===== config.mk =====
export PLATFORM = sky130hd
export DESIGN_NAME = adder_share_ctrl_flat
export DESIGN_NICKNAME = d
export VERILOG_FILES = /design/src/rtl/adder_share_pkg.sv /design/src/rtl/adder_share_if.sv /design/src/rtl/adder_share_ctrl_rr_arbiter.sv /design/src/rtl/adder_share_ctrl.sv /design/src/flat_wrapper.sv
export SDC_FILE = /design/constraint.sdc
export NUM_CORES = 1
export LEC_CHECK = 0
export CORE_ASPECT_RATIO = 1.25
export CORE_MARGIN = 2
export CORE_UTILIZATION = 43
export DETAILED_ROUTE_END_ITERATION = 12
export GPL_TIMING_DRIVEN = 0
export MAX_ROUTING_LAYER = met4
export PLACE_DENSITY = 0.91
export SLEW_MARGIN = 20
export SYNTH_ARGS = -nofsm -noshare
export SYNTH_HDL_FRONTEND = slang
export SYNTH_SLANG_ARGS = --single-unit

===== constraint.sdc =====
create_clock -name clk -period 3.65 [get_ports clk]
set_clock_uncertainty 0.05 [all_clocks]
set_input_delay 0.365 -clock clk [delete_from_list [all_inputs] [get_ports clk]]
set_output_delay 0.365 -clock clk [all_outputs]
set_load 0.005 [all_outputs]

===== src/rtl/adder_share_pkg.sv =====
// Shared types and widths for the adder-sharing controller.
package adder_share_pkg;

    typedef enum logic [1:0] {
        IDLE = 2'd0,
        EXEC = 2'd1,
        RESP = 2'd2
    } state_t;

    localparam int unsigned OPW       = 8;
    localparam int unsigned SUMW      = 9;
    localparam int unsigned N_REQ_MAX = 8;
    localparam int unsigned SETTLE_W  = 4;
    localparam int unsigned CNT_W     = 16;

endpackage


===== src/rtl/adder_share_if.sv =====
// Request, datapath and response signals of the adder-sharing controller.
// ADDER_SHARE_STATS_EN adds the grant counter bus and its clear input.
interface adder_share_if #(
    parameter int unsigned N_REQ = 4
);
    import adder_share_pkg::*;

    localparam int unsigned ID_W = $clog2(N_REQ);

    logic [N_REQ-1:0]     req_valid;
    logic [N_REQ*OPW-1:0] req_a;
    logic [N_REQ*OPW-1:0] req_b;
    logic [N_REQ-1:0]     req_ready;
    logic [OPW-1:0]       dp_a;
    logic [OPW-1:0]       dp_b;
    logic [SUMW-1:0]      dp_sum;
    logic                 rsp_valid;
    logic                 rsp_ready;
    logic [ID_W-1:0]      rsp_id;
    logic [SUMW-1:0]      rsp_sum;
`ifdef ADDER_SHARE_STATS_EN
    logic [N_REQ*CNT_W-1:0] grant_cnt;
    logic                   stats_clr;

    modport slave (
        input  req_valid, req_a, req_b, dp_sum, rsp_ready, stats_clr,
        output req_ready, dp_a, dp_b, rsp_valid, rsp_id, rsp_sum, grant_cnt
    );
    modport master (
        output req_valid, req_a, req_b, dp_sum, rsp_ready, stats_clr,
        input  req_ready, dp_a, dp_b, rsp_valid, rsp_id, rsp_sum, grant_cnt
    );
`else
    modport slave (
        input  req_valid, req_a, req_b, dp_sum, rsp_ready,
        output req_ready, dp_a, dp_b, rsp_valid, rsp_id, rsp_sum
    );
    modport master (
        output req_valid, req_a, req_b, dp_sum, rsp_ready,
        input  req_ready, dp_a, dp_b, rsp_valid, rsp_id, rsp_sum
    );
`endif

endinterface


===== src/rtl/adder_share_ctrl_rr_arbiter.sv =====
// Combinational round-robin arbiter: first asserted request at or after ptr, wrapping.
module rr_arbiter #(
    parameter int unsigned N_REQ = 4
) (
    input  logic [N_REQ-1:0]         req,
    input  logic [$clog2(N_REQ)-1:0] ptr,
    output logic [N_REQ-1:0]         grant,
    output logic [$clog2(N_REQ)-1:0] grantIdx,
    output logic                     anyGrant
);
    localparam int unsigned ID_W = $clog2(N_REQ);

    int unsigned     idx;
    logic [ID_W-1:0] sel;

    always_comb begin
        grant    = '0;
        grantIdx = '0;
        anyGrant = 1'b0;
        idx      = 0;
        sel      = '0;
        for (int unsigned k = 0; k < N_REQ; k++) begin
            idx = (32'(ptr) + k) % N_REQ;
            sel = ID_W'(idx);
            if (!anyGrant && req[sel]) begin
                anyGrant    = 1'b1;
                grantIdx    = sel;
                grant[sel]  = 1'b1;
            end
        end
    end

endmodule


===== src/rtl/adder_share_ctrl.sv =====
// Time-shares one external 8-bit adder between N_REQ round-robin requesters.
// Optional grant statistics are built when ADDER_SHARE_STATS_EN is defined.
module adder_share_ctrl
    import adder_share_pkg::*;
#(
    parameter int unsigned N_REQ  = 4,
    parameter int unsigned SETTLE = 1
) (
    input  logic          clk,
    input  logic          rst_n,
    adder_share_if.slave  bus
);
    localparam int unsigned ID_W = $clog2(N_REQ);

    state_t              state;
    state_t              stateNext;
    logic [ID_W-1:0]     rrPtr;
    logic [SETTLE_W-1:0] settleCnt;
    logic [N_REQ-1:0]    grantOh;
    logic [ID_W-1:0]     grantIdx;
    logic                anyGrant;
    logic                accept;
    logic                loadRsp;
    logic                rspDone;

    rr_arbiter #(.N_REQ(N_REQ)) u_arb (
        .req      (bus.req_valid),
        .ptr      (rrPtr),
        .grant    (grantOh),
        .grantIdx (grantIdx),
        .anyGrant (anyGrant)
    );

    always_ff @(posedge clk or negedge rst_n) begin
        if (!rst_n) state <= IDLE;
        else        state <= stateNext;
    end

    // Ready is held low while in reset even though it is decoded from state.
    always_comb begin
        stateNext     = state;
        accept        = 1'b0;
        loadRsp       = 1'b0;
        rspDone       = 1'b0;
        bus.req_ready = '0;
        unique case (state)
            IDLE: begin
                if (anyGrant && rst_n) begin
                    bus.req_ready = grantOh;
                    accept        = 1'b1;
                    stateNext     = EXEC;
                end
            end
            EXEC: begin
                if (settleCnt == '0) begin
                    loadRsp   = 1'b1;
                    stateNext = RESP;
                end
            end
            RESP: begin
                if (bus.rsp_valid && bus.rsp_ready) begin
                    rspDone   = 1'b1;
                    stateNext = IDLE;
                end
            end
            default: stateNext = IDLE;
        endcase
    end

    // Operand, settle and response registers; dp_a/dp_b only move on a grant.
    always_ff @(posedge clk or negedge rst_n) begin
        if (!rst_n) begin
            rrPtr         <= '0;
            settleCnt     <= '0;
            bus.dp_a      <= '0;
            bus.dp_b      <= '0;
            bus.rsp_valid <= 1'b0;
            bus.rsp_id    <= '0;
            bus.rsp_sum   <= '0;
        end else begin
            if (accept) begin
                bus.dp_a   <= bus.req_a[grantIdx*OPW +: OPW];
                bus.dp_b   <= bus.req_b[grantIdx*OPW +: OPW];
                bus.rsp_id <= grantIdx;
                rrPtr      <= (grantIdx == ID_W'(N_REQ - 1)) ? '0 : grantIdx + ID_W'(1);
                settleCnt  <= SETTLE_W'(SETTLE - 1);
            end else if (state == EXEC && settleCnt != '0) begin
                settleCnt <= settleCnt - SETTLE_W'(1);
            end
            if (loadRsp) begin
                bus.rsp_sum   <= bus.dp_sum;
                bus.rsp_valid <= 1'b1;
            end else if (rspDone) begin
                bus.rsp_valid <= 1'b0;
            end
        end
    end

`ifdef ADDER_SHARE_STATS_EN
    logic [CNT_W-1:0] grantCnt [N_REQ];

    // Saturating per-requester grant counters; clear has priority.
    always_ff @(posedge clk or negedge rst_n) begin
        if (!rst_n) begin
            for (int unsigned i = 0; i < N_REQ; i++) grantCnt[i] <= '0;
        end else begin
            for (int unsigned i = 0; i < N_REQ; i++) begin
                if (bus.stats_clr)
                    grantCnt[i] <= '0;
                else if (accept && grantIdx == ID_W'(i) && grantCnt[i] != '1)
                    grantCnt[i] <= grantCnt[i] + CNT_W'(1);
            end
        end
    end

    always_comb begin
        bus.grant_cnt = '0;
        for (int unsigned i = 0; i < N_REQ; i++)
            bus.grant_cnt[i*CNT_W +: CNT_W] = grantCnt[i];
    end
`endif

endmodule


===== src/flat_wrapper.sv =====
// flat-port wrapper written by rule: the top's interface ports become plain ports
module adder_share_ctrl_flat import adder_share_pkg::*;
#(
    parameter int unsigned N_REQ  = 4,
    parameter int unsigned SETTLE = 1
)
  (clk, rst_n, bus_req_valid, bus_req_a, bus_req_b, bus_dp_sum, bus_rsp_ready, bus_req_ready, bus_dp_a, bus_dp_b, bus_rsp_valid, bus_rsp_id, bus_rsp_sum);
  adder_share_if #(.N_REQ(N_REQ)) bus_i ();
  input  logic clk;
  input  logic rst_n;
  input wire logic [$bits(bus_i.req_valid)-1:0] bus_req_valid;
  input wire logic [$bits(bus_i.req_a)-1:0] bus_req_a;
  input wire logic [$bits(bus_i.req_b)-1:0] bus_req_b;
  input wire logic [$bits(bus_i.dp_sum)-1:0] bus_dp_sum;
  input wire logic [$bits(bus_i.rsp_ready)-1:0] bus_rsp_ready;
  output wire logic [$bits(bus_i.req_ready)-1:0] bus_req_ready;
  output wire logic [$bits(bus_i.dp_a)-1:0] bus_dp_a;
  output wire logic [$bits(bus_i.dp_b)-1:0] bus_dp_b;
  output wire logic [$bits(bus_i.rsp_valid)-1:0] bus_rsp_valid;
  output wire logic [$bits(bus_i.rsp_id)-1:0] bus_rsp_id;
  output wire logic [$bits(bus_i.rsp_sum)-1:0] bus_rsp_sum;
  assign bus_i.req_valid = bus_req_valid;
  assign bus_i.req_a = bus_req_a;
  assign bus_i.req_b = bus_req_b;
  assign bus_i.dp_sum = bus_dp_sum;
  assign bus_i.rsp_ready = bus_rsp_ready;
  assign bus_req_ready = bus_i.req_ready;
  assign bus_dp_a = bus_i.dp_a;
  assign bus_dp_b = bus_i.dp_b;
  assign bus_rsp_valid = bus_i.rsp_valid;
  assign bus_rsp_id = bus_i.rsp_id;
  assign bus_rsp_sum = bus_i.rsp_sum;
  adder_share_ctrl #(.N_REQ(N_REQ), .SETTLE(SETTLE)) u_core (.clk(clk), .rst_n(rst_n), .bus(bus_i));
endmodule

======== After elaboration in Yosys (flattened, before gate mapping) ========
Index checks and enable logic that the tools add are counted.
word-level totals
  output and inout port bits .............. 32
  flip-flop bits (word level) ............. 36
  word-level logic and storage cells ...... 96
operators by class
  reduce and logical (&&, ||, !) cells .... 19
  muxes and demuxes ....................... 45
  add/sub/neg operators ................... 5
  bitwise logic cells ..................... 3
  equality and inequality tests ........... 6
  $lt $le $gt $ge ......................... 8
  shift operators ......................... 2
operators with widths
  cell                                                                number
  variable part select 32 x 6 -> 8 bit                                2
  two-way mux 4 bit                                                   8
  two-way mux 1 bit                                                   20
  two-way mux 2 bit                                                   8
  less-than comparator 2 x 3 -> 1 bit (second input constant)         4
  bitwise OR 4 bit                                                    3
  logical AND 1 bit                                                   10
  binary-select mux 1 bit (select 2 bit)                              4
  demux 1 bit (select 2 bit)                                          4
  greater-or-equal comparator 2 x 1 -> 1 bit (second input constant)  4
  != test 2 x 1 -> 1 bit (second input constant)                      3
  case mux 2 bit (3 select lines)                                     1
  adder 2 x 1 -> 2 bit (second input constant)                        2
  adder 2 bit (second input constant)                                 2
  == test 2 bit (second input constant)                               2
  logical NOT 4 bit                                                   1
  nonzero test 2 bit                                                  2
  nonzero test 4 bit                                                  1
  subtractor 4 x 1 -> 4 bit (second input constant)                   1
  logical NOT 1 bit                                                   3
  AND reduction 3 bit                                                 1
  == test 2 x 1 -> 1 bit (second input constant)                      1
  logical NOT 2 bit                                                   1

======== Logic depth before layout (Yosys ltp) ========
  depth after elaboration ................. 16
  depth in mapped cells ................... 16
  depth with buffers taken out ............ 10

======== Modules after synthesis ========
A second synthesis with hierarchy kept.
second synthesis, totals
  cell total of the unflattened synthesis .. 211
  area total of the unflattened synthesis .. 2393.5 um2
modules (own cells, without submodules)
  module            sequential area each (um2)  cells each  area an instance (um2)  times used
  adder_share_ctrl  900.9                       166         1974.4                  1
  rr_arbiter        0.0                         45          419.2                   1

======== Least setup slack after synthesis ========
Ideal clock, no wire load.
  path type ............................... reg-to-reg
  start point ............................. reg u_core.rrPtr[0]
  end point ............................... reg u_core.rrPtr[1]
  stages on the path, launching flop included .. 17
  data arrival time ....................... 3.071 ns
  path slack .............................. 0.395 ns
  period minus slack after synthesis ...... 3.255 ns
  cells stage by stage .................... dfrtp_1 -> buf_2 -> buf_2 -> inv_1 -> ha_1 -> clkbuf_1 -> nand2b_1 -> a21oi_1 -> a211o_1 -> buf_6 -> a21bo_1 -> buf_6 -> buf_2 -> inv_2 -> ha_1 -> nand2_1 -> o21ai_0
between the ends
  elaborated cells between the ends (all ways) .. 31
  those cells by class .................... add/sub (4); eq/ne (1); mux (19); reduce/logical (7)
RTL lines
  what                                                           line                               RTL
  start: declaration                                             adder_share_ctrl.sv:17             logic [ID_W-1:0] rrPtr;
  start signal: assignment                                       adder_share_ctrl.sv:85             rrPtr <= (grantIdx == ID_W'(N_REQ - 1)) ? '0 : grantIdx + ID_W'(1);
  branches (longest 11 deep; another with adder 2 x 1 -> 2 bit)  n/a
  two-way mux 2 bit (*)                                          adder_share_ctrl_rr_arbiter.sv:25  if (!anyGrant && req[sel]) begin
  net u_core.grantIdx[1]                                         adder_share_ctrl.sv:20             logic [ID_W-1:0] grantIdx;
  adder 2 x 1 -> 2 bit or == test 2 bit (tied branches)          adder_share_ctrl.sv:85
  two-way mux 2 bit (*)                                          adder_share_ctrl.sv:85
Mark *: on every way through the listed nets, which the timed path passes. The select of a mux whose other input is x is not followed.
A chain may end at the register's enable or synchronous reset.

======== Worst setup path in the final report ========
  start point ............................. reg u_core.rrPtr[0]
  end point ............................... out bus_req_ready[2]
between the ends
  longest elaborated chain between the ends .. 15
  elaborated cells between the ends (all ways) .. 51
  those cells by class .................... add/sub (3); order compare (8); mux (26); bitwise (3); reduce/logical (11)
ends and longest elaborated chain
  what                                                                          line                    RTL
  branches (longest 13 deep; another with less-than comparator 2 x 3 -> 1 bit)  n/a
  two-way mux 4 bit (*)                                                         adder_share_ctrl.sv:48  if (anyGrant && rst_n) begin
  two-way mux 4 bit (*)                                                         adder_share_ctrl.sv:46  unique case (state)
  end: declaration                                                              flat_wrapper.sv:16      output wire logic [$bits(bus_i.req_ready)-1:0] bus_req_ready;
Mark *: on every way between the ends. The select of a mux whose other input is x is not followed.

==> impl_metrics.toml <==
[clocking]
tritoncts_num_sinks = 36
clock_latency_ns = 0.30
cts_root_buffer = "clkbuf_8"
htree_levels = 2
numCtsBuffers = 5
cts_tree = "done"
ctsLongestPathBuffers = 2
cts.clk_slew.worst_paths_ns = 0.08

[job]
maxCapViolCount = 0

[floorplan]
die_w_um = 73.2
die-height_um = 90.5
floorplan.io_pins = 112
total_core_area_um2 = 5780
die_area_um2 = 6620
std_cell_rows = 31
initial_core_util = 0.445

[routing]
vias_per_instance = 5.88
vias = 2748
drt_pass_1_iters = 5
route.antenna.remaining_nets = 0
wl_per_cell_um = 18.1
finalWirelength_um = 8450
detail_route.iter0.violations = 194
drc = 0

[grt]
grt_max_degree = 33
grt_residual_overflow = 0
grt_first_pass_wirelength_um = 13500
number_of_global_route_vias_before_repair = 2818
grt_usage = 0.266
antenna_found_initial = 0

[sta]
timing.max_slew.rel_slack = 0.615
min_period_over_period = 0.968
layout_min_cycle_time_ns = 3.53
worst_margin_slew_ns = 0.566
setup-tns-final_ns = 0
achievable-frequency_mhz = 283
slew_violations = 0
final.hold.worst_slack_ns = 0.382
setup-violations-final = 0
timing_hold_violations_final = 0

[cells_and_area]
nNetsFinal = 491
postLayoutCellArea_um2 = 3990
diodes = 0
area_growth_pct = 54.9
drive_gt1_frac = 0.132
final_cells = 467

[power_and_ir_drop]
power_frac_comb = 0.660
p_leak_nw = 1.64
power_frac_seq = 0.229
switching_part_of_the_total = 0.415
total_switching_power_mw = 1.33
internal_power_mw = 1.88
clock_power_share = 0.111
power.density_nw_per_um2 = 806
worst_ir_drop_vdd_mv = 0.477
fin_total_pwr_mw = 3.21

[worst_setup_path]
critPathRequiredTime_ns = 3.23
path_class = "reg2out"
critical_path.cell_chain = "buf_4 -> buf_6 -> clkinvlp_4 -> ha_1 -> mux4_2 -> nor2b_1 -> buf_4 -> a22oi_1 -> nor2_1 -> a221oi_1 -> nor2_1 -> clkdlybuf4s50_1"
path_max_fanout = 10
start_kind = "flip-flop"
regToRegSetupSlack_ns = 0.39
cp_slowest_stage_delay_ns = 0.51
crit_path_end_kind = "output port"
arrival_ns = 3.12
crit_family = "buffers and inverters"
critical_path_buf_inv_count = 5
critical-path-slowest-cell = "clkdlybuf4s50_1"

[yosys]
yosys_most_used_dff = "dfrtp_1"
syn_inst = 274
post_synth_and_or_nand_nor_area_fraction = 0.181
yosysWarningCount = 0
synth_compound_area_frac = 0.203
most_frequently_used_cell_type_in_the_post_synthesis_netlist = "dfrtp_1"
mux_cell_area_share_after_synthesis = 0.148
yosys.area_share.xor_xnor = 0.0102
synth.yosys.seq_area_share = 0.350
synth.area.top_cells = "dfrtp_1 35%, ha_1 5.3%, mux2i_1 5.1%"
post_synth_edffs = 0
synth_area_per_cell_um2 = 9.39
ys_types = 54
netlist.top_cell.by_area = "dfrtp_1"
cell_area_after_synthesis_um2 = 2570
largest_family_of_logic_cells_by_synthesized_area = "compound AO/OA/AOI/OAI gates"
synth.top_cells.by_count = "36 x dfrtp_1, 30 x nor2_1, 24 x nand2_1, 16 x a211oi_1, 13 x mux2i_1"
synth.top_cell.area_share = 0.350
syn_nets = 365
postSynth.asyncResetShare = 1.00
ys_seq_elements = 36
yosys.area_share.adder = 0.0535

[placed_design]
dp_hpwl_um = 6090
post-place-cells = 452
placement.cell_area_um2 = 3780
gp_congestion = 0.830
port_buffers = 111

[run_status]
status = "completed"

[worst_hold_path]
hold_class = "in2async"
final timing paths:
path,startpoint,endpoint,cells after the start
setup / recovery,u_core.rrPtr[0],bus_req_ready[2],12
hold / removal,rst_n,u_core.bus.rsp_sum[5],2
setup reg to reg,u_core.rrPtr[0],u_core.bus.dp_a[2],14
hold reg to reg,u_core.bus.rsp_id[0],u_core.bus.rsp_id[0],2
max in group asynchronous,rst_n,u_core.rrPtr[1],3
min in group clk,u_core.bus.rsp_id[0],u_core.bus.rsp_id[0],2
state kept, by name, summed over array words and instances, names as in the netlist:
register and flops:
u_core.bus.rsp_id 2, u_core.bus.rsp_valid 1, u_core.bus.dp_a 8, u_core.rrPtr 2
u_core.state 2, u_core.bus.rsp_sum 9, u_core.bus.dp_b 8, u_core.settleCnt 4
cell type report:
cell class / instances / area (µm²)
multi-input cells: 209 / 1550
flip-flops and latches: 36 / 903
plain buffers: 22 / 131
inverters: 6 / 26.3
clock inverters: 2 / 35.0
repair buffers: 120 / 1190
fillers: 410 / 1790
well taps: 66 / 82.6
clock buffers: 6 / 72.6
layout by cell type (no fill, tap or decap), types with 9 or more instances in the layout:
| cell type | count |
|---|---|
| a21oi_1 | 11 |
| mux2i_1 | 13 |
| o21ai_0 | 9 |
| nand2_1 | 24 |
| clkdlybuf4s50_1 | 110 |
| nor2_1 | 30 |
| a211oi_1 | 16 |
| buf_4 | 10 |
| ha_1 | 11 |
| mux2_2 | 10 |
| clkbuf_1 | 10 |
| dfrtp_1 | 34 |
cell families after synthesis:
logic type	Yosys count
mux	33
simple gates	93
buf+inv	29
compound gates	69
flops	36
fa+ha+maj	11
xor+xnor	3
power by group through the flow:
stage          Combinational [mW]  Clock, mW  Sequential [mW]
2_1_floorplan                1.24          0            0.728
3_3_place_gp                 1.89          0            0.722
3_5_place_dp                 1.97          0            0.741
4_1_cts                      2.03      0.351            0.732
5_1_grt                      2.29      0.376            0.756
6_report                     2.12      0.356            0.736
what timing repair did:
action,4_1_cts,5_1_grt
gates resized for setup,7,6
buffers inserted,1,6
cloned,0,0
pin swaps,0,0
endpoints found under the hold margin,6,0
endpoints found under the setup margin,18,4
hold buffers,1,0
through the flow:
stage,utilization,setup WS (ns)
after floorplan,-,0.395
after global placement,0.652,-0.111
after detailed placement,0.654,-0.161
after CTS,0.679,0.0720
after global routing,0.690,-0.0271
final,0.690,0.117
routing by layer:
| layer | wire [µm] | vias up | GRT usage |
|---|---|---|---|
| met3 | 478 | 34 | 0.0469 |
| met1 | 3060 | 1328 | 0.276 |
| li1 | - | 1267 | - |
| met4 | 360 | 0 | 0.134 |
| met2 | 4560 | 119 | 0.465 |
| met5 | 0 | - | - |
No activity file was read; power rests on OpenSTA's default activity.
==> RTL change (same flow settings) <==
The 3 states of `state_t` get a one-hot encoding in 3 bits.
--- a/src/rtl/adder_share_pkg.sv
+++ b/src/rtl/adder_share_pkg.sv
@@ -3,6 +3,6 @@
 
-    typedef enum logic [1:0] {
-        IDLE = 2'd0,
-        EXEC = 2'd1,
-        RESP = 2'd2
+    typedef enum logic [2:0] {
+        IDLE = 3'b001,
+        EXEC = 3'b010,
+        RESP = 3'b100
     } state_t;
Formal check against the unedited RTL: no difference found for any inputs over 4 cycles, from zero or initial values and one cycle with rst_n low; so few cycles prove little.
==> RTL change against the original RTL <==
- total power decreased by 3.4%
- wire length is 11% lower
- critical path depth decreased by 1
- sequential cell count up 1
- count of clock-buffer cells in the layout stayed put
- design area decreased by 1.4%
- clock power shrank 24%
- worst setup slack improved by 71 ps
- area after synthesis is 1.7% lower
- critical path type unchanged
- largest cell class unchanged
==> RTL change: results <==
[finish]
fin_cells = 448
drive_above_1_share = 0.154
inv_count = 7
regArea_um2 = 928
clk_share = 0.0210
nonClkBufAreaFrac = 0.327
nFillCells = 451

[pwr]
p_seq_frac = 0.225
internal-power_w = 0.00186
clk-power_w = 0.000270
p_leak_nw = 1.64

[critical_path]
rrSetupSlack_ps = 210
reg2reg_to = u_core.bus.dp_b[5]
ff2ff_path_depth = 15
crit_end = bus_req_ready[1]
max_stage_delay_ps = 440

[place]
place_inst = 434
dp_hpwl_um = 5680
dp_slack_ps = -702

[synthesis]
synth_cell_type_count = 40
ys_top_cells_by_count = dfrtp_1 (36), nor2_1 (31), nand3_1 (27)
syn-num-nets = 346
syn_avg_cell_area_um2 = 9.89
ys_top_cells_by_area = dfrtp_1 (36%), mux2_2 (6.7%), mux2i_1 (5.9%)
ys_seq_area_frac = 0.366

[global_route]
grt_max_degree = 29
grt_pass1_wl_um = 12000
grt_pass1_vias = 2602

[routing]
wirelength_um = 7490
dr.first_iter.drc_count = 133
first_pass_iters = 4

[clock_network]
insertion_delay_ps = 280

[status]
status = finished, final reports clean

[timing]
layout_min_cycle_time_ps = 3460
[RTL change: changes by cell type after synthesis, sizes merged, moves of 9 or more]
cell    change
and2        +9
o221ai      +9
nand2      -15
a211oi     -15
nand3      +19
a221o       +9
[RTL change: layer usage]
layer / track usage / part of all wire / vias up
met4: 0.0833 / 0.036 / 0
met2: 0.395 / 0.53 / 120
li1: - / - / 1204
met1: 0.276 / 0.38 / 1219
met3: 0.0404 / 0.051 / 30
met5: - / 0 / -
[RTL change: cells by family after synthesis]
group | count (synthesis) | share of synthesized area
XOR/XNOR | 4 | 0.0138
AO/OA/AOI/OAI | 49 | 0.155
adder cells (fa/ha/maj) | 10 | 0.0494
flip-flops | 37 | 0.366
multiplexers | 38 | 0.185
AND/OR/NAND/NOR | 94 | 0.182
buffers and inverters | 24 | 0.0479
[RTL change: what timing repair did]
item,in CTS,in global routing
hold buffers,1,0
hold endpoints to repair,10,0
gates resized for setup,7,7
buffers inserted,2,4
endpoints found under the setup margin,24,14
